### config.mk
export PLATFORM = sky130hd
export DESIGN_NAME = best_1ofn_pipe
export DESIGN_NICKNAME = d
export VERILOG_FILES = /design/src/rtl/best_1ofn_pipe_pkg.sv /design/src/rtl/best_1of2_node.sv /design/src/rtl/best_1ofn_pipe.sv
export SDC_FILE = /design/constraint.sdc
export NUM_CORES = 1
export LEC_CHECK = 0
export CAP_MARGIN = 20
export CORE_MARGIN = 2
export CORE_UTILIZATION = 30
export CTS_CLUSTER_DIAMETER = 60
export DETAILED_ROUTE_END_ITERATION = 12
export PLACE_DENSITY = 0.55
export SLEW_MARGIN = 20
export SYNTH_ARGS = -nofsm -noshare
export SYNTH_HDL_FRONTEND = slang
export SYNTH_SLANG_ARGS = --single-unit
### constraint.sdc
create_clock -name clock -period 5.5 [get_ports clock]
set_input_delay 1.1 -clock clock [delete_from_list [all_inputs] [get_ports clock]]
set_output_delay 1.1 -clock clock [all_outputs]
set_load 0.01 [all_outputs]
### src/rtl/best_1ofn_pipe_pkg.sv
// Shared pattern-finder constants and elaboration helpers for the best-1-of-N selector.
// Holds the default field widths, clamp-region bounds, the sort-source enum, and the
// clog2 / tree-shape functions used to size the pipeline.
package best_1ofn_pipe_pkg;

  localparam int unsigned DefNin    = 7;
  localparam int unsigned DefPatB   = 7;
  localparam int unsigned DefKeyB   = 5;
  localparam int unsigned DefOffsB  = 4;
  localparam int unsigned DefQltB   = 6;
  localparam int unsigned DefBndB   = 5;
  localparam int unsigned DefCarryB = 12;
  localparam int unsigned DefSplit  = 128;
  localparam int unsigned DefKeyMax = 223;

  typedef enum logic {
    SortPat = 1'b0,
    SortQlt = 1'b1
  } sort_sel_e;

  function automatic int unsigned clog2(input int unsigned n);
    int unsigned r;
    r = 0;
    for (int unsigned i = 0; i < 32; i++) begin
      if ((32'd1 << i) < n) r = i + 1;
    end
    return r;
  endfunction

  function automatic int unsigned max_u(input int unsigned a, input int unsigned b);
    return (a > b) ? a : b;
  endfunction

  // Number of tuples present at tree level l (level 0 = the NIN registered channels).
  function automatic int unsigned lvl_cnt(input int unsigned n, input int unsigned l);
    return (n + (32'd1 << l) - 1) >> l;
  endfunction

  // Offset of level l inside the flattened tuple array.
  function automatic int unsigned lvl_base(input int unsigned n, input int unsigned l);
    int unsigned s;
    s = 0;
    for (int unsigned k = 0; k < l; k++) s += lvl_cnt(n, k);
    return s;
  endfunction

endpackage

### src/rtl/best_1of2_node.sv
// Registered 2-input compare/select node of the best-1-of-N tree.
// Input a always comes from the lower channel indices, so a wins every tie.
// Ports:
//   clock, global_reset         clock and synchronous active-high reset
//   a_live/a_key/a_idx/a_pay    lower-index candidate tuple
//   b_live/b_key/b_idx/b_pay    higher-index candidate tuple
//   y_live/y_key/y_idx/y_pay    registered winner tuple
module best_1of2_node #(
  parameter int unsigned KW = 6,
  parameter int unsigned IW = 3,
  parameter int unsigned PW = 39
) (
  input  logic          clock,
  input  logic          global_reset,
  input  logic          a_live,
  input  logic [KW-1:0] a_key,
  input  logic [IW-1:0] a_idx,
  input  logic [PW-1:0] a_pay,
  input  logic          b_live,
  input  logic [KW-1:0] b_key,
  input  logic [IW-1:0] b_idx,
  input  logic [PW-1:0] b_pay,
  output logic          y_live,
  output logic [KW-1:0] y_key,
  output logic [IW-1:0] y_idx,
  output logic [PW-1:0] y_pay
);

  logic b_wins;

  // b needs a strictly greater key to displace a live a.
  always_comb begin
    b_wins = b_live && (!a_live || (b_key > a_key));
  end

  always_ff @(posedge clock) begin
    if (global_reset) begin
      y_live <= 1'b0;
      y_key  <= '0;
      y_idx  <= '0;
      y_pay  <= '0;
    end else if (b_wins) begin
      y_live <= b_live;
      y_key  <= b_key;
      y_idx  <= b_idx;
      y_pay  <= b_pay;
    end else begin
      y_live <= a_live;
      y_key  <= a_key;
      y_idx  <= a_idx;
      y_pay  <= a_pay;
    end
  end

endmodule

### src/rtl/best_1ofn_pipe.sv
// Pipelined best-1-of-N half-strip pattern selector.
// Stage 0 registers a per-channel sort key (qlt or pat[PATB-1:1]), a live bit and the
// payload; clog2(NIN) tree levels of best_1of2_node then reduce to one winner, and the
// region-clamped 1/8-strip subkey is formed from the root register. Latency is
// clog2(NIN)+1 cycles, one bus per cycle, no backpressure.
// Ports:
//   clock, global_reset              clock and synchronous active-high reset
//   in_vld, sort_on_qlt, in_mask     bus valid, sort-source select, per-channel enable
//   pat, key, offs, qlt, bend, carry packed per-channel fields, channel 0 in lsbs
//   out_vld, best_hit                result valid, some unmasked channel was present
//   best_pat/qlt/bend/carry          winner payload (0 when best_hit=0)
//   best_key, best_subkey            {winner index, key} and clamped 4*best_key+offs
module best_1ofn_pipe
  import best_1ofn_pipe_pkg::*;
#(
  parameter int unsigned NIN     = DefNin,
  parameter int unsigned PATB    = DefPatB,
  parameter int unsigned KEYB    = DefKeyB,
  parameter int unsigned OFFSB   = DefOffsB,
  parameter int unsigned QLTB    = DefQltB,
  parameter int unsigned BNDB    = DefBndB,
  parameter int unsigned CARRYB  = DefCarryB,
  parameter int unsigned SPLIT   = DefSplit,
  parameter int unsigned KEYMAX  = DefKeyMax,
  localparam int unsigned IDXB    = clog2(NIN),
  localparam int unsigned KEYXB   = IDXB + KEYB,
  localparam int unsigned SUBKEYB = KEYXB + 2
) (
  input  logic                  clock,
  input  logic                  global_reset,
  input  logic                  in_vld,
  input  logic                  sort_on_qlt,
  input  logic [NIN-1:0]        in_mask,
  input  logic [NIN*PATB-1:0]   pat,
  input  logic [NIN*KEYB-1:0]   key,
  input  logic [NIN*OFFSB-1:0]  offs,
  input  logic [NIN*QLTB-1:0]   qlt,
  input  logic [NIN*BNDB-1:0]   bend,
  input  logic [NIN*CARRYB-1:0] carry,
  output logic                  out_vld,
  output logic                  best_hit,
  output logic [PATB-1:0]       best_pat,
  output logic [QLTB-1:0]       best_qlt,
  output logic [BNDB-1:0]       best_bend,
  output logic [CARRYB-1:0]     best_carry,
  output logic [KEYXB-1:0]      best_key,
  output logic [SUBKEYB-1:0]    best_subkey
);

  localparam int unsigned DEPTH = IDXB;
  localparam int unsigned SKB   = max_u(QLTB, PATB - 1);
  localparam int unsigned PAYB  = PATB + KEYB + OFFSB + QLTB + BNDB + CARRYB;
  localparam int unsigned SW    = KEYXB + 3;
  localparam int unsigned TOT   = lvl_base(NIN, DEPTH + 1);
  localparam int unsigned ROOT  = lvl_base(NIN, DEPTH);

  // Payload layout, lsb first: carry, bend, qlt, offs, key, pat.
  localparam int unsigned BndO = CARRYB;
  localparam int unsigned QltO = BndO + BNDB;
  localparam int unsigned OffO = QltO + QLTB;
  localparam int unsigned KeyO = OffO + OFFSB;
  localparam int unsigned PatO = KeyO + KEYB;

  localparam logic signed [SW-1:0] Lo1 = SW'(4 * SPLIT);
  localparam logic signed [SW-1:0] Hi0 = SW'(4 * (SPLIT - 1) + 3);
  localparam logic signed [SW-1:0] Hi1 = SW'(4 * KEYMAX + 3);

  sort_sel_e sort_sel;
  assign sort_sel = sort_sel_e'(sort_on_qlt);

  // Stage 0 registers
  logic            s0_live [NIN];
  logic [SKB-1:0]  s0_key  [NIN];
  logic [PAYB-1:0] s0_pay  [NIN];
  logic [DEPTH:0]  vld_q;

  for (genvar i = 0; i < NIN; i++) begin : g_s0
    always_ff @(posedge clock) begin
      if (global_reset) begin
        s0_live[i] <= 1'b0;
        s0_key[i]  <= '0;
        s0_pay[i]  <= '0;
      end else begin
        s0_live[i] <= in_mask[i];
        s0_key[i]  <= (sort_sel == SortQlt) ? SKB'(qlt[i*QLTB +: QLTB])
                                            : SKB'(pat[i*PATB+1 +: PATB-1]);
        s0_pay[i]  <= {pat[i*PATB +: PATB], key[i*KEYB +: KEYB], offs[i*OFFSB +: OFFSB],
                       qlt[i*QLTB +: QLTB], bend[i*BNDB +: BNDB], carry[i*CARRYB +: CARRYB]};
      end
    end
  end

  always_ff @(posedge clock) begin
    if (global_reset) vld_q <= '0;
    else              vld_q <= {vld_q[DEPTH-1:0], in_vld};
  end

  // Flattened tuples of every tree level; level 0 mirrors the stage-0 registers.
  logic            t_live [TOT];
  logic [SKB-1:0]  t_key  [TOT];
  logic [IDXB-1:0] t_idx  [TOT];
  logic [PAYB-1:0] t_pay  [TOT];

  for (genvar i = 0; i < NIN; i++) begin : g_l0
    assign t_live[i] = s0_live[i];
    assign t_key[i]  = s0_key[i];
    assign t_idx[i]  = IDXB'(i);
    assign t_pay[i]  = s0_pay[i];
  end

  for (genvar l = 1; l <= DEPTH; l++) begin : g_lvl
    localparam int unsigned NPrev = lvl_cnt(NIN, l - 1);
    localparam int unsigned NCur  = lvl_cnt(NIN, l);
    localparam int unsigned BPrev = lvl_base(NIN, l - 1);
    localparam int unsigned BCur  = lvl_base(NIN, l);

    for (genvar j = 0; j < NCur; j++) begin : g_node
      logic            b_live;
      logic [SKB-1:0]  b_key;
      logic [IDXB-1:0] b_idx;
      logic [PAYB-1:0] b_pay;

      if (2 * j + 1 < NPrev) begin : g_pair
        assign b_live = t_live[BPrev + 2 * j + 1];
        assign b_key  = t_key[BPrev + 2 * j + 1];
        assign b_idx  = t_idx[BPrev + 2 * j + 1];
        assign b_pay  = t_pay[BPrev + 2 * j + 1];
      end else begin : g_odd
        // Odd leftover: a dead partner turns the node into a plain register.
        assign b_live = 1'b0;
        assign b_key  = '0;
        assign b_idx  = '0;
        assign b_pay  = '0;
      end

      best_1of2_node #(
        .KW(SKB),
        .IW(IDXB),
        .PW(PAYB)
      ) u_node (
        .clock       (clock),
        .global_reset(global_reset),
        .a_live      (t_live[BPrev + 2 * j]),
        .a_key       (t_key[BPrev + 2 * j]),
        .a_idx       (t_idx[BPrev + 2 * j]),
        .a_pay       (t_pay[BPrev + 2 * j]),
        .b_live      (b_live),
        .b_key       (b_key),
        .b_idx       (b_idx),
        .b_pay       (b_pay),
        .y_live      (t_live[BCur + j]),
        .y_key       (t_key[BCur + j]),
        .y_idx       (t_idx[BCur + j]),
        .y_pay       (t_pay[BCur + j])
      );
    end
  end

  // Final stage: unpack the root winner, zeroing everything when nothing was live.
  logic [PAYB-1:0]  win_pay;
  logic [OFFSB-1:0] win_offs;

  assign out_vld = vld_q[DEPTH];

  always_comb begin
    best_hit   = t_live[ROOT];
    win_pay    = best_hit ? t_pay[ROOT] : '0;
    best_pat   = win_pay[PatO +: PATB];
    best_qlt   = win_pay[QltO +: QLTB];
    best_bend  = win_pay[BndO +: BNDB];
    best_carry = win_pay[CARRYB-1:0];
    win_offs   = win_pay[OffO +: OFFSB];
    best_key   = best_hit ? {t_idx[ROOT], win_pay[KeyO +: KEYB]} : '0;
  end

  logic signed [SW-1:0] sub_raw;
  logic signed [SW-1:0] reg_lo4;
  logic signed [SW-1:0] reg_hi4;
  logic                 in_hi_region;

  always_comb begin
    sub_raw      = $signed({1'b0, best_key, 2'b00}) +
                   $signed({{(SW-OFFSB){win_offs[OFFSB-1]}}, win_offs});
    in_hi_region = 32'(best_key) >= SPLIT;
    reg_lo4      = in_hi_region ? Lo1 : '0;
    reg_hi4      = in_hi_region ? Hi1 : Hi0;
    if (32'(best_key) > KEYMAX) begin
      best_subkey = SUBKEYB'(Hi1);
    end else if (sub_raw < reg_lo4) begin
      best_subkey = SUBKEYB'(reg_lo4);
    end else if (sub_raw > reg_hi4) begin
      best_subkey = SUBKEYB'(reg_hi4);
    end else begin
      best_subkey = SUBKEYB'(sub_raw);
    end
  end

endmodule

==> out/qor.yml, run 1 <==
status:
  status: "finished clean"
finish:
  syn2layout_area_growth_pct: 30.7
  drive_gt1_share_pct: 6.38
  nets: 2656
  finalNonFillerCells: 3343
  fillers: 7099
  diodes: 0
drt:
  via_count: 14100
  via_per_inst: 4.20
  drc: 0
  ant_nets: 0
  routed_wl_um: 53300
  drt_iter0_drc: 598
  wl_per_cell_um: 16.0
  firstDrtPassIters: 6
worst_setup_path:
  cp_num_cells: 14
  crit_end: "best_subkey[4]"
  max_stage_delay_ps: 560
  reg2reg_setup_slack_ps: 2350
  required_ps: 4400
  cp_cell_sequence: "and2_1 > ha_2 > or4_1 > a22oi_2 > o22ai_1 > xor2_1 > ha_1 > and4b_4 > a21o_1 > a31oi_4 > buf_12 > nor2_1 > o21ai_0 > clkdlybuf4s50_1"
  worst_ep_arrival_time_ps: 4170
  critical-path-top-delay-family: "compound AO/OA/AOI/OAI gates"
  rr_startpoint: "g_lvl[1].g_node[0].u_node.y_key[3]$_SDFF_PP0_"
  r2r_end: "g_lvl[2].g_node[0].u_node.y_pay[34]$_SDFF_PP0_"
  startpoint: "g_lvl[3].g_node[0].u_node.y_live$_SDFF_PP0_"
  critPathSlowestCell: "clkdlybuf4s50_1"
  start_kind: "register"
  reg2reg_depth: 9
  path_buf_inv: 2
  critPathCaptureType: "primary output"
  worstSetupPathType: "register to primary output"
  cp_max_fo: 9
synth:
  synth-edff-count: 0
  post-synth-top-area-cell: "dfxtp_1"
  yosysTopAreaCellShare_pct: 59.6
  ys_seq_elements: 655
  synth_area_leaders: "dfxtp_1 (60%), mux2i_1 (14%), nor2b_1 (9.6%)"
  yosys_warnings: 0
  synth_nets: 2349
  synthArstFlopShare_pct: 0
  avgSynthCellArea_um2: 10.9
  synthFlopType: "dfxtp_1"
  seq_area_frac_synth_pct: 59.6
  syn_inst: 2023
  post_synth_instance_area_um2: 22000
  ys_types: 54
floorplan:
  fp.dieW_um: 275
  row_count: 99
  design.core.area_um2: 72800
  boundaryPins: 334
  start_util_pct: 30.2
  die_y_um: 275
  dieArea_um2: 75500
global_routing:
  grt.total_usage_pct: 13.9
  grt_max_degree: 133
  grt_pass1_wl_um: 80900
  grt_pass1_vias: 14600
  gr-total-overflow: 0
  antenna_found_initial: 3
pwr:
  internal-power_uw: 8270
  p_leak_uw: 0.0114
  p_per_area_nw_per_um2: 372
  p_switching_uw: 2440
  swShare_pct: 22.8
  pwr-share-clk_pct: 44.8
  combPwrFrac_pct: 7.8
  worst_ir_drop_vdd_mv: 0.226
  pwr-share-seq_pct: 47.4
sta:
  fin_crit_ps: 5270
  slew_headroom_pct: 37.2
  finalMaxSlewViolations: 0
  worst_pin_slew_ps: 943
  setup_viol: 0
  skew_ps: 35.6
  max_freq_mhz: 190
  grt_setup_unrepaired: "false"
  min_period_over_period_pct: 95.7
  setup_tns_ps: 0
  hold_violations: 0
place:
  dp_hpwl_um: 38300
  place_inst: 3210
  io_buffers: 333
  gp_congestion: 0.766
clock_network:
  clkSlewWorstSetupHoldPaths_ps: 60
  worstSkewPairLatency_ps: 610
  cts_sinks: 655
  clockBufferDepth: 3
  h-tree-depth: 3
  cts_inserted_buffers: 75
  tritoncts: "done"
  root_buffer: "clkbuf_16"
min_path:
  hold_class: "register to register"
flow_run:
  maxCapViolations: 0
## layer usage
metal	routed length, um	part of all wire (%)	up-vias	GRT usage, %
met1	22500	42	6548	16.3
met3	2610	4.9	92	3.49
met4	1470	2.8	6	4.48
li1	-	-	7116	-
met2	26700	50	295	25.0
met5	38	0.071	-	0
## cell usage after synthesis, drive strengths merged (7+ instances only)
cell,instances
nor2b,337
o21a,13
ha,42
mux2i,311
buf,43
o21ai,23
clkbuf,79
and2,44
a21oi,7
dfxtp,655
a31oi,15
inv,47
nor2,345
## logic make-up after synthesis
kind of cell	after synthesis	synth area share (%)
and+or+nand+nor	764	18.0
DFF	655	59.6
muxes	312	14.2
buffers and inverters	169	3.20
AOI/OAI and AO/OA	74	2.35
adders and majority gates	42	2.39
xor gates and xnor gates	7	0.279
## worst min-delay path by stage
stage / start / end / depth (start not counted)
floorplan: s0_key[6][0]$_SDFF_PP0_ / g_lvl[1].g_node[3].u_node.y_key[0]$_SDFF_PP0_ / 1
global placement: s0_pay[6][20]$_SDFF_PP0_ / g_lvl[1].g_node[3].u_node.y_pay[20]$_SDFF_PP0_ / 1
detailed placement: s0_pay[6][37]$_SDFF_PP0_ / g_lvl[1].g_node[3].u_node.y_pay[37]$_SDFF_PP0_ / 1
CTS: s0_pay[6][31]$_SDFF_PP0_ / g_lvl[1].g_node[3].u_node.y_pay[31]$_SDFF_PP0_ / 1
global route: s0_pay[6][34]$_SDFF_PP0_ / g_lvl[1].g_node[3].u_node.y_pay[34]$_SDFF_PP0_ / 1
finish: s0_pay[6][34]$_SDFF_PP0_ / g_lvl[1].g_node[3].u_node.y_pay[34]$_SDFF_PP0_ / 1
## worst reg2reg max path, cell delays in order (launching register included)
cell and delay [ps]:
dfxtp_1 360, inv_1 50, ha_1 300, and4_1 210, a31oi_1 160, o21ai_0 150, a31oi_4 360, buf_4 760
mux2i_1 570, nor2_1 70
## flip-flops by register name (all words and copies together), names as in the netlist
| name | count |
|---|---|
| g_lvl.g_node.u_node.y_pay | 273 |
| s0_pay | 273 |
| s0_key | 42 |
| g_lvl.g_node.u_node.y_key | 36 |
| g_lvl.g_node.u_node.y_idx | 13 |
| g_lvl.g_node.u_node.y_live | 7 |
| s0_live | 7 |
| vld_q | 4 |
## layout by cell type, fill, tap and decap left out, drive strengths merged, types with 2 or more instances in the layout
cell type	Yosys	final
dfxtp	655	655
nor2	345	345
nor2b	337	337
clkdlybuf4s50	0	323
mux2i	311	311
clkbuf	79	107
inv	47	52
and2	44	44
ha	42	42
o21ai	23	23
buf	43	21
clkinv	0	15
a31oi	15	15
o21a	13	13
dlymetal6s2s	0	8
a21oi	7	7
nand2	6	6
and4	6	6
and3	5	5
xor2	4	4
nor3	3	3
xnor2	3	3
nand3	3	3
clkinvlp	0	3
and4b	3	3
o22ai	2	2
a21o	2	2
nand3b	2	2
a32oi	2	2
or3	2	2
nor4	2	2
## metrics by stage
step / setup WS, ps / area [um2] / total power [uW] / utilization [%] / hold WS, ps
6_report: 234 / 28800 / 10700 / 39.5 / 431
4_1_cts: 22.1 / 28700 / 10900 / 39.5 / 437
2_1_floorplan: 795 / 22000 / 5620 / - / 414
5_1_grt: 1.58 / 28800 / 11200 / 39.5 / 448
3_5_place_dp: 536 / 26300 / 6040 / 36.1 / 422
3_3_place_gp: 579 / 26300 / 6030 / 36.1 / 416
## area by class of cell
| class | count | area (um2) | share of cell area [%] |
|---|---|---|---|
| inverter | 47 | 176 | 0.613 |
| tap | 959 | 1200 | 4.17 |
| clock buffer | 107 | 2170 | 7.55 |
| sequential | 655 | 13100 | 45.6 |
| clock inverter | 24 | 248 | 0.861 |
| timing repair buffer | 352 | 3570 | 12.4 |
| multi-input combinational | 1199 | 8290 | 28.8 |
## repair_timing
action | 4_1_cts | 5_1_grt
hold endpoints to repair | 0 | 0
cloned | 0 | 0
setup buffers | 1 | 1
endpoints found under the setup margin | 2 | 9
pin swaps | 2 | 2
gates resized for setup | 2 | 9
hold buffers | 0 | 0
## power groups by stage
stage / Sequential, uW / Clock [uW] / Combinational (uW)
2_1_floorplan: 5140 / 0 / 485
3_3_place_gp: 5180 / 0 / 844
3_5_place_dp: 5180 / 0 / 851
4_1_cts: 5080 / 4960 / 855
5_1_grt: 5100 / 5160 / 925
6_report: 5070 / 4800 / 832
Power figures use the tool's default switching activity.
==> run 2: changes to the inputs <==
--- a/config.mk
+++ b/config.mk
@@ -7,10 +7,10 @@
 export LEC_CHECK = 0
 export CAP_MARGIN = 20
 export CORE_MARGIN = 2
-export CORE_UTILIZATION = 30
+export CORE_UTILIZATION = 51
 export CTS_CLUSTER_DIAMETER = 60
 export DETAILED_ROUTE_END_ITERATION = 12
-export PLACE_DENSITY = 0.55
+export PLACE_DENSITY = 0.82
 export SLEW_MARGIN = 20
 export SYNTH_ARGS = -nofsm -noshare
 export SYNTH_HDL_FRONTEND = slang
==> run 2 against run 1 <==
Power down 5.0%; final cell count down 13%; largest cell class unchanged; non-clock buffer count is 2 higher; utilization is 26 points higher; design area fell by 3.0%; register-to-register slack about the same; worst hold slack lost 3.7 ps; flip-flop and latch count stayed put.
==> out/qor.yml, run 2 (synthesis results as in run 1) <==
status:
  status: "finished clean"
sta:
  slew_headroom_pct: 36.6  # -0.56 points
  min_period_over_period_pct: 95.8  # about the same
  grt_setup_unrepaired: "false"
  max_freq_mhz: 190  # about the same
  setup_tns_ps: 0  # unchanged
  skew_ps: 17.0  # -18.6 ps
  finalMaxSlewViolations: 0  # unchanged
  setup_viol: 0  # unchanged
  worst_pin_slew_ps: 951  # +8.42 ps
  fin_crit_ps: 5270  # +4.00 ps
  hold_violations: 0  # unchanged
place:
  io_buffers: 333  # unchanged
  dp_hpwl_um: 32900  # -14%
  gp_congestion: 0.854  # +12%
global_routing:
  grt_pass1_wl_um: 72200  # -11%
  grt_max_degree: 157  # +18%
  gr-total-overflow: 0  # unchanged
  grt_pass1_vias: 14300  # -2.4%
  grt.total_usage_pct: 20.8  # +6.8 points
  antenna_found_initial: 3  # unchanged
floorplan:
  row_count: 76  # -23%
  dieArea_um2: 44800  # -41%
  die_y_um: 212  # -23%
  design.core.area_um2: 42800  # -41%
  start_util_pct: 51.4  # +21 points
  boundaryPins: 334  # unchanged
  fp.dieW_um: 212  # -23%
worst_setup_path:
  worstSetupPathType: "register to primary output"
  r2r_end: "g_lvl[1].g_node[2].u_node.y_pay[37]$_SDFF_PP0_"
  worst_ep_arrival_time_ps: 4170  # about the same
  critPathCaptureType: "primary output"
  reg2reg_setup_slack_ps: 2360  # about the same
  required_ps: 4400  # about the same
  reg2reg_depth: 9  # unchanged
  start_kind: "register"
  cp_max_fo: 6  # -3
  rr_startpoint: "s0_key[4][3]$_SDFF_PP0_"
finish:
  mostFrequentLayoutCells: "dfxtp_1 (654), nor2_1 (344), nor2b_1 (337)"
  top_regs: "g_lvl.g_node.u_node.y_pay: 273 flops, s0_pay: 273 flops, s0_key: 42 flops"
  drive_gt1_share_pct: 6.04  # -0.33 points
  nets: 2649  # -0.26%
  final_core_util_pct: 65.2  # +26 points
  fillers: 3274  # -54%
  diodes: 0  # unchanged
  final_common_cell: "dfxtp_1"
  syn2layout_area_growth_pct: 26.8
clock_network:
  clkSlewWorstSetupHoldPaths_ps: 60  # about the same
  cts_sinks: 655  # unchanged
  clockBufferDepth: 3  # unchanged
  cts_inserted_buffers: 66  # -12%
  root_buffer: "clkbuf_16"
  tritoncts: "done"
  worstSkewPairLatency_ps: 570  # -40 ps
  h-tree-depth: 3  # unchanged
  cts_hold_buf: 0  # unchanged
drt:
  via_per_inst: 4.80  # +14%
  wl_per_cell_um: 16.2  # +1.4%
  via_count: 14000  # -0.46%
  ant_nets: 0  # unchanged
  routed_wl_um: 47200  # -12%
  drt_iter0_drc: 602  # +0.67%
  drc: 0  # unchanged
  firstDrtPassIters: 5  # -1
min_path:
  hold_class: "register to register"
  holdPathEnd: "g_lvl[1].g_node[3].u_node.y_pay[20]$_SDFF_PP0_"
  worstHoldStart: "s0_pay[6][20]$_SDFF_PP0_"
  min_delay_path_depth: 1  # unchanged
pwr:
  p_per_area_nw_per_um2: 364  # -2.1%
  p_leak_uw: 0.0111  # -2.4%
  worst_ir_drop_vdd_mv: 0.233  # +3.1%
flow_run:
  maxCapViolations: 0  # unchanged
run 2: critical path, stage by stage (launching register included):
cell and delay (ps):
dfxtp_1 330, and2_1 160, ha_2 230, or4_1 420, a22oi_2 180, o22ai_1 120, xor2_1 180, ha_1 330
and4b_4 220, a221oi_4 310, a31oi_4 60, buf_4 160, mux2_4 290, nor2_2 70, clkdlybuf4s50_1 530
run 2: area by class of cell:
| type | instances | area [um2] | share of cell area (%) |
|---|---|---|---|
| tap | 546 | 683 | 2.45 |
| clock buffer | 85 | 1810 | 6.50 |
| clock inverter | 27 | 259 | 0.928 |
| multi-input combinational | 1199 | 8290 | 29.7 |
| sequential | 655 | 13100 | 47.0 |
| inverter | 47 | 176 | 0.632 |
| timing repair buffer | 354 | 3570 | 12.8 |
run 2: repair_timing:
| item | CTS | global route |
|---|---|---|
| setup buffers | 0 | 5 |
| setup endpoints to repair | 0 | 9 |
| resized for setup | 0 | 4 |
run 2: report_power, final:
group | switching (uW) | total (uW) | internal [uW]
Combinational | 372 | 824 | 451
Clock | 1780 | 4270 | 2480
Sequential | 88.4 | 5080 | 4990
Total | 2240 | 10200 | 7920
run 2: worst max path at each step:
stage,start,endpoint,cells after the start
3_3_place_gp,g_lvl[3].g_node[0].u_node.y_live$_SDFF_PP0_,best_subkey[7],13
4_1_cts,g_lvl[3].g_node[0].u_node.y_live$_SDFF_PP0_,best_subkey[7],13
5_1_grt,g_lvl[3].g_node[0].u_node.y_live$_SDFF_PP0_,best_subkey[7],14
6_report,g_lvl[3].g_node[0].u_node.y_live$_SDFF_PP0_,best_subkey[7],14
3_5_place_dp,g_lvl[3].g_node[0].u_node.y_live$_SDFF_PP0_,best_subkey[7],13
2_1_floorplan,g_lvl[3].g_node[0].u_node.y_live$_SDFF_PP0_,best_subkey[7],15
run 2: per-stage QoR:
stage | hold WS (ps) | area [um2] | instances | worst slack [ps] | power (uW)
floorplan | 414 | 22000 | 2023 | 795 | 5620
CTS | 435 | 27800 | 2906 | 40.5 | 10300
global route | 455 | 27900 | 2913 | 34.1 | 10600
finish | 427 | 27900 | 2913 | 230 | 10200
detailed placement | 420 | 25700 | 2794 | 677 | 6010
global placement | 418 | 25700 | 2794 | 680 | 5980
run 2: routing by layer:
metal | GRT usage (%) | part of all wire [%] | vias up
met5 | 0 | 0.083 | -
met4 | 9.30 | 3.3 | 6
met3 | 4.12 | 4.6 | 90
met2 | 38.2 | 52 | 302
met1 | 23.1 | 40 | 6494
li1 | - | - | 7100
